`config.mk`:
```
export PLATFORM = sky130hd
export DESIGN_NAME = instr_byte_serializer_flat
export DESIGN_NICKNAME = d
export VERILOG_FILES = /design/src/rtl/instr_byte_serializer_if.sv /design/src/rtl/instr_byte_serializer.sv /design/src/flat_wrapper.sv
export SDC_FILE = /design/constraint.sdc
export NUM_CORES = 1
export LEC_CHECK = 0
export CAP_MARGIN = 5
export CORE_MARGIN = 2
export CORE_UTILIZATION = 50
export CTS_BUF_LIST = sky130_fd_sc_hd__clkbuf_4 sky130_fd_sc_hd__clkbuf_8
export DETAILED_ROUTE_END_ITERATION = 8
export PLACE_DENSITY_LB_ADDON = 0.2
export SYNTH_ARGS = -nofsm -noshare
export SYNTH_HDL_FRONTEND = slang
export SYNTH_SLANG_ARGS = --single-unit
```
`constraint.sdc`:
```
create_clock -name clk -period 1.6 [get_ports clk]
set_input_delay 0.24 -clock clk [delete_from_list [all_inputs] [get_ports clk]]
set_output_delay 0.24 -clock clk [all_outputs]
set_load 0.01 [all_outputs]
```
`src/rtl/instr_byte_serializer_if.sv`:
```
// rtl/instr_byte_serializer_if.sv - instruction-in / serial-byte-out bus bundle for instr_byte_serializer
interface instr_byte_serializer_if;
  logic        in_valid;
  logic        in_ready;
  logic [15:0] instr;
  logic [15:0] imm;
  logic        tx_ready;
  logic        data_ready;
  logic [7:0]  serial_out;
  logic        busy;
  logic        done;
  logic        error;

  modport master (
    output in_valid, instr, imm, tx_ready,
    input  in_ready, data_ready, serial_out, busy, done, error
  );

  modport slave (
    input  in_valid, instr, imm, tx_ready,
    output in_ready, data_ready, serial_out, busy, done, error
  );
endinterface

```
`src/rtl/instr_byte_serializer.sv`:
```
// rtl/instr_byte_serializer.sv - serializes an instruction word (+ optional immediate) onto an 8-bit byte bus
// Optional trailing XOR checksum byte enabled by macro INSTR_SER_CHECKSUM_EN.
module instr_byte_serializer #(
  parameter int GAP_CYCLES = 0,
  parameter int GAP_W      = 4
) (
  input logic                    clk,
  input logic                    rst,
  instr_byte_serializer_if.slave bus
);

  typedef enum logic [2:0] {
    R_TYPE  = 3'd0,
    I_TYPE  = 3'd1,
    M_TYPE  = 3'd2,
    B_TYPE  = 3'd3,
    J_TYPE  = 3'd4,
    SYS_END = 3'd5
  } opcode_t;

  typedef enum logic [1:0] {
    S_IDLE = 2'd0,
    S_SEND = 2'd1,
    S_GAP  = 2'd2
  } state_t;

  localparam int             GAP_LOAD_I = (GAP_CYCLES > 0) ? GAP_CYCLES - 1 : 0;
  localparam logic [GAP_W-1:0] GAP_LOAD = GAP_LOAD_I[GAP_W-1:0];

`ifdef INSTR_SER_CHECKSUM_EN
  localparam logic [2:0] LEN_SHORT = 3'd3;
  localparam logic [2:0] LEN_LONG  = 3'd5;
`else
  localparam logic [2:0] LEN_SHORT = 3'd2;
  localparam logic [2:0] LEN_LONG  = 3'd4;
`endif

  state_t           r_state;
  state_t           w_next;
  logic [31:0]      r_hold;
  logic [2:0]       r_count;
  logic [2:0]       r_len;
  logic [GAP_W-1:0] r_gap;
  logic             r_error;
`ifdef INSTR_SER_CHECKSUM_EN
  logic [7:0]       r_csum;
`endif

  logic [2:0] w_opcode;
  logic       w_legal;
  logic       w_is_long;
  logic       w_accept;
  logic       w_consume;
  logic       w_last;
  logic [7:0] w_byte;

  assign w_opcode = bus.instr[2:0];

  always_comb begin
    w_legal   = 1'b0;
    w_is_long = 1'b0;
    case (w_opcode)
      R_TYPE, B_TYPE, J_TYPE, SYS_END: w_legal = 1'b1;
      I_TYPE, M_TYPE: begin
        w_legal   = 1'b1;
        w_is_long = 1'b1;
      end
      default: w_legal = 1'b0;
    endcase
  end

  assign w_last = (r_count == (r_len - 3'd1));

`ifdef INSTR_SER_CHECKSUM_EN
  // The final slot of the frame carries the running XOR instead of payload.
  assign w_byte = w_last ? r_csum : r_hold[7:0];
`else
  assign w_byte = r_hold[7:0];
`endif

  always_ff @(posedge clk) begin
    if (rst) begin
      r_state <= S_IDLE;
    end else begin
      r_state <= w_next;
    end
  end

  always_comb begin
    w_next    = r_state;
    w_accept  = 1'b0;
    w_consume = 1'b0;
    case (r_state)
      S_IDLE: begin
        w_accept = bus.in_valid;
        if (bus.in_valid && w_legal) begin
          w_next = S_SEND;
        end
      end
      S_SEND: begin
        if (bus.tx_ready) begin
          w_consume = 1'b1;
          if (w_last) begin
            w_next = S_IDLE;
          end else if (GAP_CYCLES > 0) begin
            w_next = S_GAP;
          end
        end
      end
      S_GAP: begin
        if (r_gap == '0) begin
          w_next = S_SEND;
        end
      end
      default: w_next = S_IDLE;
    endcase
  end

  always_ff @(posedge clk) begin
    if (rst) begin
      r_hold  <= 32'h0;
      r_count <= 3'd0;
      r_len   <= 3'd0;
      r_gap   <= '0;
      r_error <= 1'b0;
`ifdef INSTR_SER_CHECKSUM_EN
      r_csum  <= 8'h00;
`endif
    end else begin
      r_error <= w_accept && !w_legal;
      if (w_accept && w_legal) begin
        r_hold  <= {bus.imm, bus.instr};
        r_count <= 3'd0;
        r_len   <= w_is_long ? LEN_LONG : LEN_SHORT;
`ifdef INSTR_SER_CHECKSUM_EN
        r_csum  <= 8'h00;
`endif
      end else if (w_consume) begin
        r_hold  <= {8'h00, r_hold[31:8]};
        r_count <= r_count + 3'd1;
        r_gap   <= GAP_LOAD;
`ifdef INSTR_SER_CHECKSUM_EN
        r_csum  <= r_csum ^ r_hold[7:0];
`endif
      end else if (r_state == S_GAP && r_gap != '0) begin
        r_gap <= r_gap - 1'b1;
      end
    end
  end

  assign bus.in_ready   = (r_state == S_IDLE);
  assign bus.busy       = (r_state != S_IDLE);
  assign bus.data_ready = w_consume;
  assign bus.serial_out = w_consume ? w_byte : 8'h00;
  assign bus.done       = w_consume && w_last;
  assign bus.error      = r_error;

endmodule
```
`src/flat_wrapper.sv`:
```
// flat-port wrapper written by rule: the top's interface ports become plain ports
module instr_byte_serializer_flat 
#(
  parameter int GAP_CYCLES = 0,
  parameter int GAP_W      = 4
)
  (clk, rst, bus_in_valid, bus_instr, bus_imm, bus_tx_ready, bus_in_ready, bus_data_ready, bus_serial_out, bus_busy, bus_done, bus_error);
  instr_byte_serializer_if bus_i ();
  input logic clk;
  input logic rst;
  input wire logic [$bits(bus_i.in_valid)-1:0] bus_in_valid;
  input wire logic [$bits(bus_i.instr)-1:0] bus_instr;
  input wire logic [$bits(bus_i.imm)-1:0] bus_imm;
  input wire logic [$bits(bus_i.tx_ready)-1:0] bus_tx_ready;
  output wire logic [$bits(bus_i.in_ready)-1:0] bus_in_ready;
  output wire logic [$bits(bus_i.data_ready)-1:0] bus_data_ready;
  output wire logic [$bits(bus_i.serial_out)-1:0] bus_serial_out;
  output wire logic [$bits(bus_i.busy)-1:0] bus_busy;
  output wire logic [$bits(bus_i.done)-1:0] bus_done;
  output wire logic [$bits(bus_i.error)-1:0] bus_error;
  assign bus_i.in_valid = bus_in_valid;
  assign bus_i.instr = bus_instr;
  assign bus_i.imm = bus_imm;
  assign bus_i.tx_ready = bus_tx_ready;
  assign bus_in_ready = bus_i.in_ready;
  assign bus_data_ready = bus_i.data_ready;
  assign bus_serial_out = bus_i.serial_out;
  assign bus_busy = bus_i.busy;
  assign bus_done = bus_i.done;
  assign bus_error = bus_i.error;
  instr_byte_serializer #(.GAP_CYCLES(GAP_CYCLES), .GAP_W(GAP_W)) u_core (.clk(clk), .rst(rst), .bus(bus_i));
endmodule
```
=== Yosys cells after proc, flatten, opt, wreduce, memory -nomap -nowiden ===
Index checks and enable logic that the tools add are counted.

* $add $sub $neg: 3
* Eq/ne operators: 12
* Mux-type cells: 16
* Bitwise gates (word level): 1
* Reduce and logical (&&, ||, !) cells: 18

{| class="wikitable"
|+ Operators with widths
! cell !! number
|-
| $mux 32 || 2
|-
| $mux 2 || 4
|-
| $mux 4 || 2
|-
| $mux 8 || 1
|-
| $eq 3x2->1 const B || 2
|-
| $eq 3x3->1 const B || 2
|-
| $ne 2x1->1 const B || 3
|-
| $pmux 2 s3 || 1
|-
| $reduce_bool 2->1 || 3
|-
| $reduce_or 6->1 || 1
|-
| $logic_and 1x1->1 || 5
|-
| $mux 1 || 5
|-
| $logic_not 4->1 || 1
|-
| $reduce_and 4->1 || 1
|-
| $reduce_bool 4->1 || 1
|-
| $reduce_or 2->1 || 2
|-
| $sub 4x1->4 const B || 1
|-
| $add 3x1->3 const B || 1
|-
| $eq 3x1->1 const B || 1
|-
| $eq 3x3->1 || 1
|-
| $logic_not 3->1 || 1
|-
| $mux 3 || 1
|-
| $sub 3x1->3 const B || 1
|-
| $eq 2x1->1 const B || 1
|-
| other kinds (6) || 6
|}

* Register bits after elaboration: 45
* Input bits: 36
* Output and inout bits: 13
* Word-level logic and storage cells: 56

=== Logic depth before layout (Yosys ltp) ===
Gate-level depths: netlist (run 1).

* Depth in word-level cells: 6
* Mapped depth: 6
* Mapped depth without buffers: 4

=== Least setup slack after synthesis (run 1) ===
OpenSTA, ideal clock, no wires.

* Path kind: register to output
* Start point: register u_core.r_state[0]
* End point: output bus_done
* Data arrival time: 1.034 ns
* Required time: 1.360 ns
* Slack: 0.326 ns
* Stages on the path, launching flop included: 5
* Path buffers: 1
* Cell sequence: dfxtp_1 > nand2_2 > clkinv_2 > buf_2 > and3_1

* Word-level cells in the longest chain between the ends: 3

{| class="wikitable"
|+ Ends and longest elaborated chain
! item !! RTL line !! source
|-
| start, declared || instr_byte_serializer.sv:38 || <nowiki>state_t r_state;</nowiki>
|-
| start signal, assigned || instr_byte_serializer.sv:85 || <nowiki>r_state <= w_next;</nowiki>
|-
| $eq 2x1->1 || instr_byte_serializer.sv:93 || <nowiki>case (r_state)</nowiki>
|-
| $mux 1 || instr_byte_serializer.sv:93 ||
|-
| via bus_data_ready || flat_wrapper.sv:16 || <nowiki>output wire logic [$bits(bus_i.data_ready)-1:0] bus_data_ready;</nowiki>
|-
| $logic_and 1x1->1 || instr_byte_serializer.sv:155 || <nowiki>assign bus.done = w_consume && w_last;</nowiki>
|-
| end, declared || flat_wrapper.sv:19 || <nowiki>output wire logic [$bits(bus_i.done)-1:0] bus_done;</nowiki>
|}

The timed path passes the listed nets, and every way through them passes these cells.

=== Worst setup path in the final report (run 1) ===
* Start point: register u_core.r_count[2]
* End point: output bus_done

* Word-level cells in the longest chain between the ends: 2

{| class="wikitable"
|+ Ends and longest elaborated chain
! item !! RTL line !! source
|-
| start, declared || instr_byte_serializer.sv:41 || <nowiki>logic [2:0] r_count;</nowiki>
|-
| start signal, assigned || instr_byte_serializer.sv:140 || <nowiki>r_count <= r_count + 3'd1;</nowiki>
|-
| $eq 3x3->1 || instr_byte_serializer.sv:72 || <nowiki>assign w_last = (r_count == (r_len - 3'd1));</nowiki>
|-
| $logic_and 1x1->1 || instr_byte_serializer.sv:155 ||
|}

Every way passes these cells.

==> results of run 1 <==
==> cell usage after synthesis (all sizes together) (2+ instances only) <==
cell type  number  area, um^2
nor3           26         130
a21oi          11        55.1
clkbuf         11        41.3
buf            12        78.8
nand2          48         183
o211ai         10        75.1
xor2            3        26.3
mux2i           2        20.0
nand3          10        50.1
and3            9        56.3
nand2b          3        18.8
a311oi         23         233
inv             3        11.3
dfxtp          39         781
==> per-stage QoR <==
step	worst slack (ns)	hold WS (ns)	instances
final	0.0295	0.485	320
after floorplan	0.326	0.388	221
after detailed placement	-0.236	0.476	311
after global routing	-0.0496	0.506	320
after global placement	-0.223	0.467	311
after CTS	0.0188	0.488	320
==> logic make-up after synthesis <==
group | after synthesis | share of synthesized area [%]
xor+xnor | 4 | 1.91
buf+inv | 27 | 7.42
compound gates | 48 | 21.4
simple gates | 100 | 25.1
mux | 2 | 1.09
flops | 39 | 42.5
fa+ha+maj | 1 | 0.681
==> final timing paths <==
check / start / to / slack [ns] / cells past startpoint
max: u_core.r_count[2]$_SDFFE_PP0P_ / bus_done / 0.03 / 4
min: u_core.r_hold[4]$_SDFFE_PP0P_ / u_core.r_hold[4]$_SDFFE_PP0P_ / 0.49 / 2
max reg2reg: u_core.r_state[0]$_SDFFE_PP0P_ / u_core.r_hold[17]$_SDFFE_PP0P_ / 0.20 / 5
min reg2reg: u_core.r_hold[4]$_SDFFE_PP0P_ / u_core.r_hold[4]$_SDFFE_PP0P_ / 0.49 / 2
==> layout make-up <==
type | count | area (um^2)
Fill cell | 293 | 1040
Multi-Input combinational cell | 155 | 928
Sequential cell | 39 | 783
Timing Repair Buffer | 66 | 639
Clock buffer | 6 | 76.3
Clock inverter | 2 | 60.1
Tap cell | 48 | 60.1
Inverter | 4 | 16.3
==> metal layers <==
layer,GRT usage [%],vias to the layer above,routed length (um)
met1,29.9,846,2100
met2,38.9,50,2210
met3,6.25,2,262
met4,6.12,0,24
li1,-,901,-
met5,0,-,0
==> registers in the layout, summed over array words and instances, names as in the netlist <==
signal	count
u_core.bus.error	1
u_core.r_count	3
u_core.r_hold	32
u_core.r_len	2
u_core.r_state	1
==> layout by cell type (no fill, tap or decap), types with 2 or more instances in the layout <==
cell type and instances:
nand2_1 47, nor3_1 26, xor2_1 2, o211ai_1 10, mux2i_1 2, nand3_1 10
clkbuf_8 5, inv_1 3, nand2b_1 3, a21oi_1 11, clkdlybuf4s50_1 36, a311oi_1 18
bufinv_16 2, buf_12 3, and3_1 9, dfxtp_2 2, buf_4 14, a311oi_2 5
dlygate4sd2_1 10, dfxtp_1 37
==> worst max-delay path, cell delays in order, from the launching register on <==
cell,delay [ns]
dfxtp_2,0.36
xor2_2,0.15
mux2i_1,0.24
and3_1,0.17
buf_2,0.12
==> report_power, final <==
group / internal (mW) / switching (mW) / total, mW
clock: 0.640 / 0.342 / 0.982
sequential: 1.04 / 0.0360 / 1.08
combinational: 0.207 / 0.196 / 0.404
==> timing repair <==
item	4_1_cts	5_1_grt
endpoints found under the hold margin	0	0
endpoints found under the setup margin	12	2
resized for setup	18	2
setup buffers	1	0
pin swaps	2	0
==> run_results.csv, run 1 <==
group,metric,value,unit
status,status,"finished, final reports clean",
timing,rsz0062_at_grt,"yes",
synthesis,ys_types,30,
clocking,cts.hold.buffers_added,0,
route,wl_per_cell,14.4,um
worst_setup_path,cp-end-kind,"output port",
timing,worst_pin_slew,0.352,ns
synthesis,synth_seq_cells,39,
pwr,vdd_ir_drop_max,0.000696,V
grt,grt_usage,23.3,%
timing,drv_slew,0,
route,drtPass1Iterations,4,
clocking,clk_latency,0.29,ns
timing,fin_skew,0.00629,ns
route,viasPerCell,5.62,
placement,portBuffers,48,
grt,grt_pass1_vias,1632,
worst_setup_path,crit_path_start_kind,"register",
grt,grt_pass1_wl,7.64,mm
pwr,cellPowerDensity,960,nW/um^2
synthesis,synth_edf_count,0,
die,chipWidth,64.6,um
clocking,path_clk_slew,0.08,ns
die,dieArea,4180,um^2
synthesis,ys_seq_area_share,42.5,%
clocking,cts_tree,"done",
placement,placed_area,2420,um^2
synthesis,ys_warn_count,0,
timing,timing_hold_violations_final,0,
synthesis,syn_area,1840,um^2
synthesis,synth_area_per_cell,8.32,um^2
hold_path,min_path_type,"register to register",
worst_setup_path,crit_arrival,1.33,ns
clocking,clock-sinks,39,
synthesis,synth-main-ff-cell,"dfxtp_1",
die,ios,49,
worst_setup_path,worstPathRequired,1.36,ns
timing,final.setup.tns,0,ns
die,die_h,64.6,um
timing,fin_crit,1.57,ns
placement,gp_congestion,0.746,
layout,syn2layout_area_growth,39.5,%
worst_setup_path,cp_max_fo,2,
die,num_rows,22,
clocking,numCtsBuffers,5,
grt,grt_max_degree,40,
route,drc,0,
route,via_count,1799,
synthesis,syn_inst,221,
placement,dp_hpwl,3.01,mm
die,initial_utilization,51.0,%
layout,diodes,0,
worst_setup_path,worstSetupPathType,"register to output port",
timing,setup_viol,0,
layout,final_core_util,71.1,%
timing,post-route-period-util,98.2,%
layout,nNetsFinal,308,
pwr,power,2.46,mW
layout,drive_above_1_share,13.6,%
grt,antenna_found_initial,0,
timing,clock.fmax,637,MHz
die,core_area,3610,um^2
layout,stdcell_area,2560,um^2
clocking,clock-root-buffer,"clkbuf_8",
synthesis,synth_nets,258,
clocking,clock_path_buffers,2,
route,ant_nets,0,
route,drtIter0Drc,140,
timing,relSlewSlack,76.5,%
synthesis,async_flop_share,0,%
job,maxCapViolations,0,
route,routed_wl,4.59,mm
clocking,h-tree-depth,2,
pwr,power_leakage,0.996,nW
grt,grt_overflow,0,
Power figures use the tool's default switching activity.
==> inputs of run 2 (changes only) <==
--- a/config.mk
+++ b/config.mk
@@ -10,6 +10,7 @@
 export CORE_UTILIZATION = 50
 export CTS_BUF_LIST = sky130_fd_sc_hd__clkbuf_4 sky130_fd_sc_hd__clkbuf_8
 export DETAILED_ROUTE_END_ITERATION = 8
+export MAX_ROUTING_LAYER = met4
 export PLACE_DENSITY_LB_ADDON = 0.2
 export SYNTH_ARGS = -nofsm -noshare
 export SYNTH_HDL_FRONTEND = slang
==> run_results.csv, run 2 (synthesis gave the netlist of run 1 again) <==
group,metric,value,unit
status,status,"finished, final reports clean",
grt,grt_max_degree,40,
layout,nNetsFinal,308,
route,drtPass1Iterations,4,
hold_path,min_path_type,"register to register",
clocking,clock-root-buffer,"clkbuf_8",
die,dieArea,4180,um^2
grt,grt_usage,24.0,%
route,ant_nets,0,
die,die_h,64.6,um
job,maxCapViolations,0,
placement,dp_cells,311,
worst_setup_path,rr_endpoint,"u_core.r_hold[17]$_SDFFE_PP0P_",
placement,dp_hpwl,3.01,mm
die,ios,49,
timing,rsz0062_at_grt,"yes",
worst_setup_path,startpoint,"u_core.r_count[2]$_SDFFE_PP0P_",
die,core_area,3610,um^2
placement,portBuffers,48,
pwr,cellPowerDensity,960,nW/um^2
timing,worst_pin_slew,0.335,ns
timing,timing_hold_violations_final,0,
layout,diodes,0,
clocking,numCtsBuffers,5,
grt,antenna_found_initial,0,
layout,final_core_util,71.1,%
layout,final_cells,320,
layout,largestRegisters,"u_core.r_hold x32, u_core.r_count x3, u_core.r_len x2",
layout,largest_reg_flops,32,
timing,relSlewSlack,77.7,%
timing,drv_slew,0,
worst_setup_path,reg2reg_depth,5,
worst_setup_path,crit_end,"bus_done",
clocking,path_clk_slew,0.08,ns
layout,final_cell_mix,"47 x nand2_1, 37 x dfxtp_1, 36 x clkdlybuf4s50_1, 26 x nor3_1, 18 x a311oi_1",
worst_setup_path,worstPathRequired,1.36,ns
route,viasPerCell,5.59,
die,chipWidth,64.6,um
grt,grt_overflow,0,
timing,post-route-period-util,98.0,%
route,drtIter0Drc,123,
layout,drive_above_1_share,13.6,%
pwr,power,2.46,mW
layout,syn2layout_area_growth,39.5,%
pwr,vdd_ir_drop_max,0.000700,V
worst_setup_path,crit_arrival,1.33,ns
timing,clock.fmax,638,MHz
layout,top_register,"u_core.r_hold",
clocking,cts_tree,"done",
worst_setup_path,cp-end-kind,"output port",
layout,final_common_cell,"nand2_1",
route,drc,0,
worst_setup_path,r2r-start,"u_core.r_state[0]$_SDFFE_PP0P_",
pwr,power_leakage,0.996,nW
route,via_count,1789,
route,wl_per_cell,14.2,um
worst_setup_path,r2r_setup_slack,0.20,ns
timing,fin_skew,0.00622,ns
layout,fillers,293,
grt,grt_pass1_vias,1629,
worst_setup_path,crit_path_start_kind,"register",
die,num_rows,22,
clocking,h-tree-depth,2,
clocking,clock_path_buffers,2,
placement,gp_congestion,0.756,
timing,setup_viol,0,
clocking,clock-sinks,39,
worst_setup_path,cp_max_fo,2,
grt,grt_pass1_wl,7.65,mm
worst_setup_path,worstSetupPathType,"register to output port",
route,routed_wl,4.54,mm
die,initial_utilization,51.0,%
clocking,clk_latency,0.29,ns
timing,fin_crit,1.57,ns
-- run 2: cell counts in the layout (fill, tap and decap cells not counted) --
Identical to the previous run, type by type.
-- run 2: per-stage QoR --
stage                     setup WS [ns]  hold WS (ns)  instance area, um^2  TNS (ns)
after floorplan                   0.326         0.388                 1840         0
after global placement           -0.223         0.467                 2420     -2.02
after detailed placement         -0.236         0.476                 2420     -2.13
after CTS                        0.0188         0.488                 2550         0
after global routing            -0.0496         0.506                 2560   -0.0496
final                            0.0326         0.486                 2560         0
-- run 2: cell type report --
type                    count  area [um^2]  share of cell area (%)
clock inverters             2         60.1                    2.34
well taps                  48         60.1                    2.34
flip-flops and latches     39          783                    30.6
multi-input cells         155          928                    36.2
clock buffers               6         76.3                    2.98
inverters                   4         16.3                   0.634
repair buffers             66          639                    24.9
-- run 2: routing by layer --
metal,GRT usage [%],vias to the layer above,share of wire (%)
met5,-,-,0
met4,6.12,0,0.53
met3,6.25,2,5.1
met2,38.8,50,49
met1,30.1,839,46
li1,-,898,-
-- run 2: critical path, stage by stage (launching register included) --
cell and delay, ns:
dfxtp_2 0.36, xor2_2 0.15, mux2i_1 0.24, and3_1 0.17
buf_2 0.12
-- run 2: worst min-delay path by stage --
| stage | startpoint | endpoint | slack [ns] | depth (start not counted) |
|---|---|---|---|---|
| after floorplan | bus_imm[8] | u_core.r_hold[24]$_SDFFE_PP0P_ | 0.39 | 2 |
| after detailed placement | u_core.r_hold[17]$_SDFFE_PP0P_ | u_core.r_hold[9]$_SDFFE_PP0P_ | 0.48 | 2 |
| after CTS | u_core.r_hold[4]$_SDFFE_PP0P_ | u_core.r_hold[4]$_SDFFE_PP0P_ | 0.49 | 2 |
| after global placement | u_core.r_hold[3]$_SDFFE_PP0P_ | u_core.r_hold[3]$_SDFFE_PP0P_ | 0.47 | 2 |
| final | u_core.r_hold[4]$_SDFFE_PP0P_ | u_core.r_hold[4]$_SDFFE_PP0P_ | 0.49 | 2 |
| after global routing | u_core.r_hold[16]$_SDFFE_PP0P_ | u_core.r_hold[8]$_SDFFE_PP0P_ | 0.51 | 2 |
-- run 2: report_power, final --
group | internal (mW) | switching, mW | leakage (nW) | total, mW
clock | 0.640 | 0.341 | 0.0688 | 0.981
combinational | 0.207 | 0.196 | 0.606 | 0.403
sequential | 1.04 | 0.0361 | 0.322 | 1.08
total | 1.89 | 0.573 | 0.996 | 2.46
-- run 2: repair_timing --
action,4_1_cts,5_1_grt
resized for setup,18,2
pin swaps,2,0
hold endpoints to repair,0,0
setup buffers,1,0
setup endpoints to repair,12,2
hold buffers,0,0
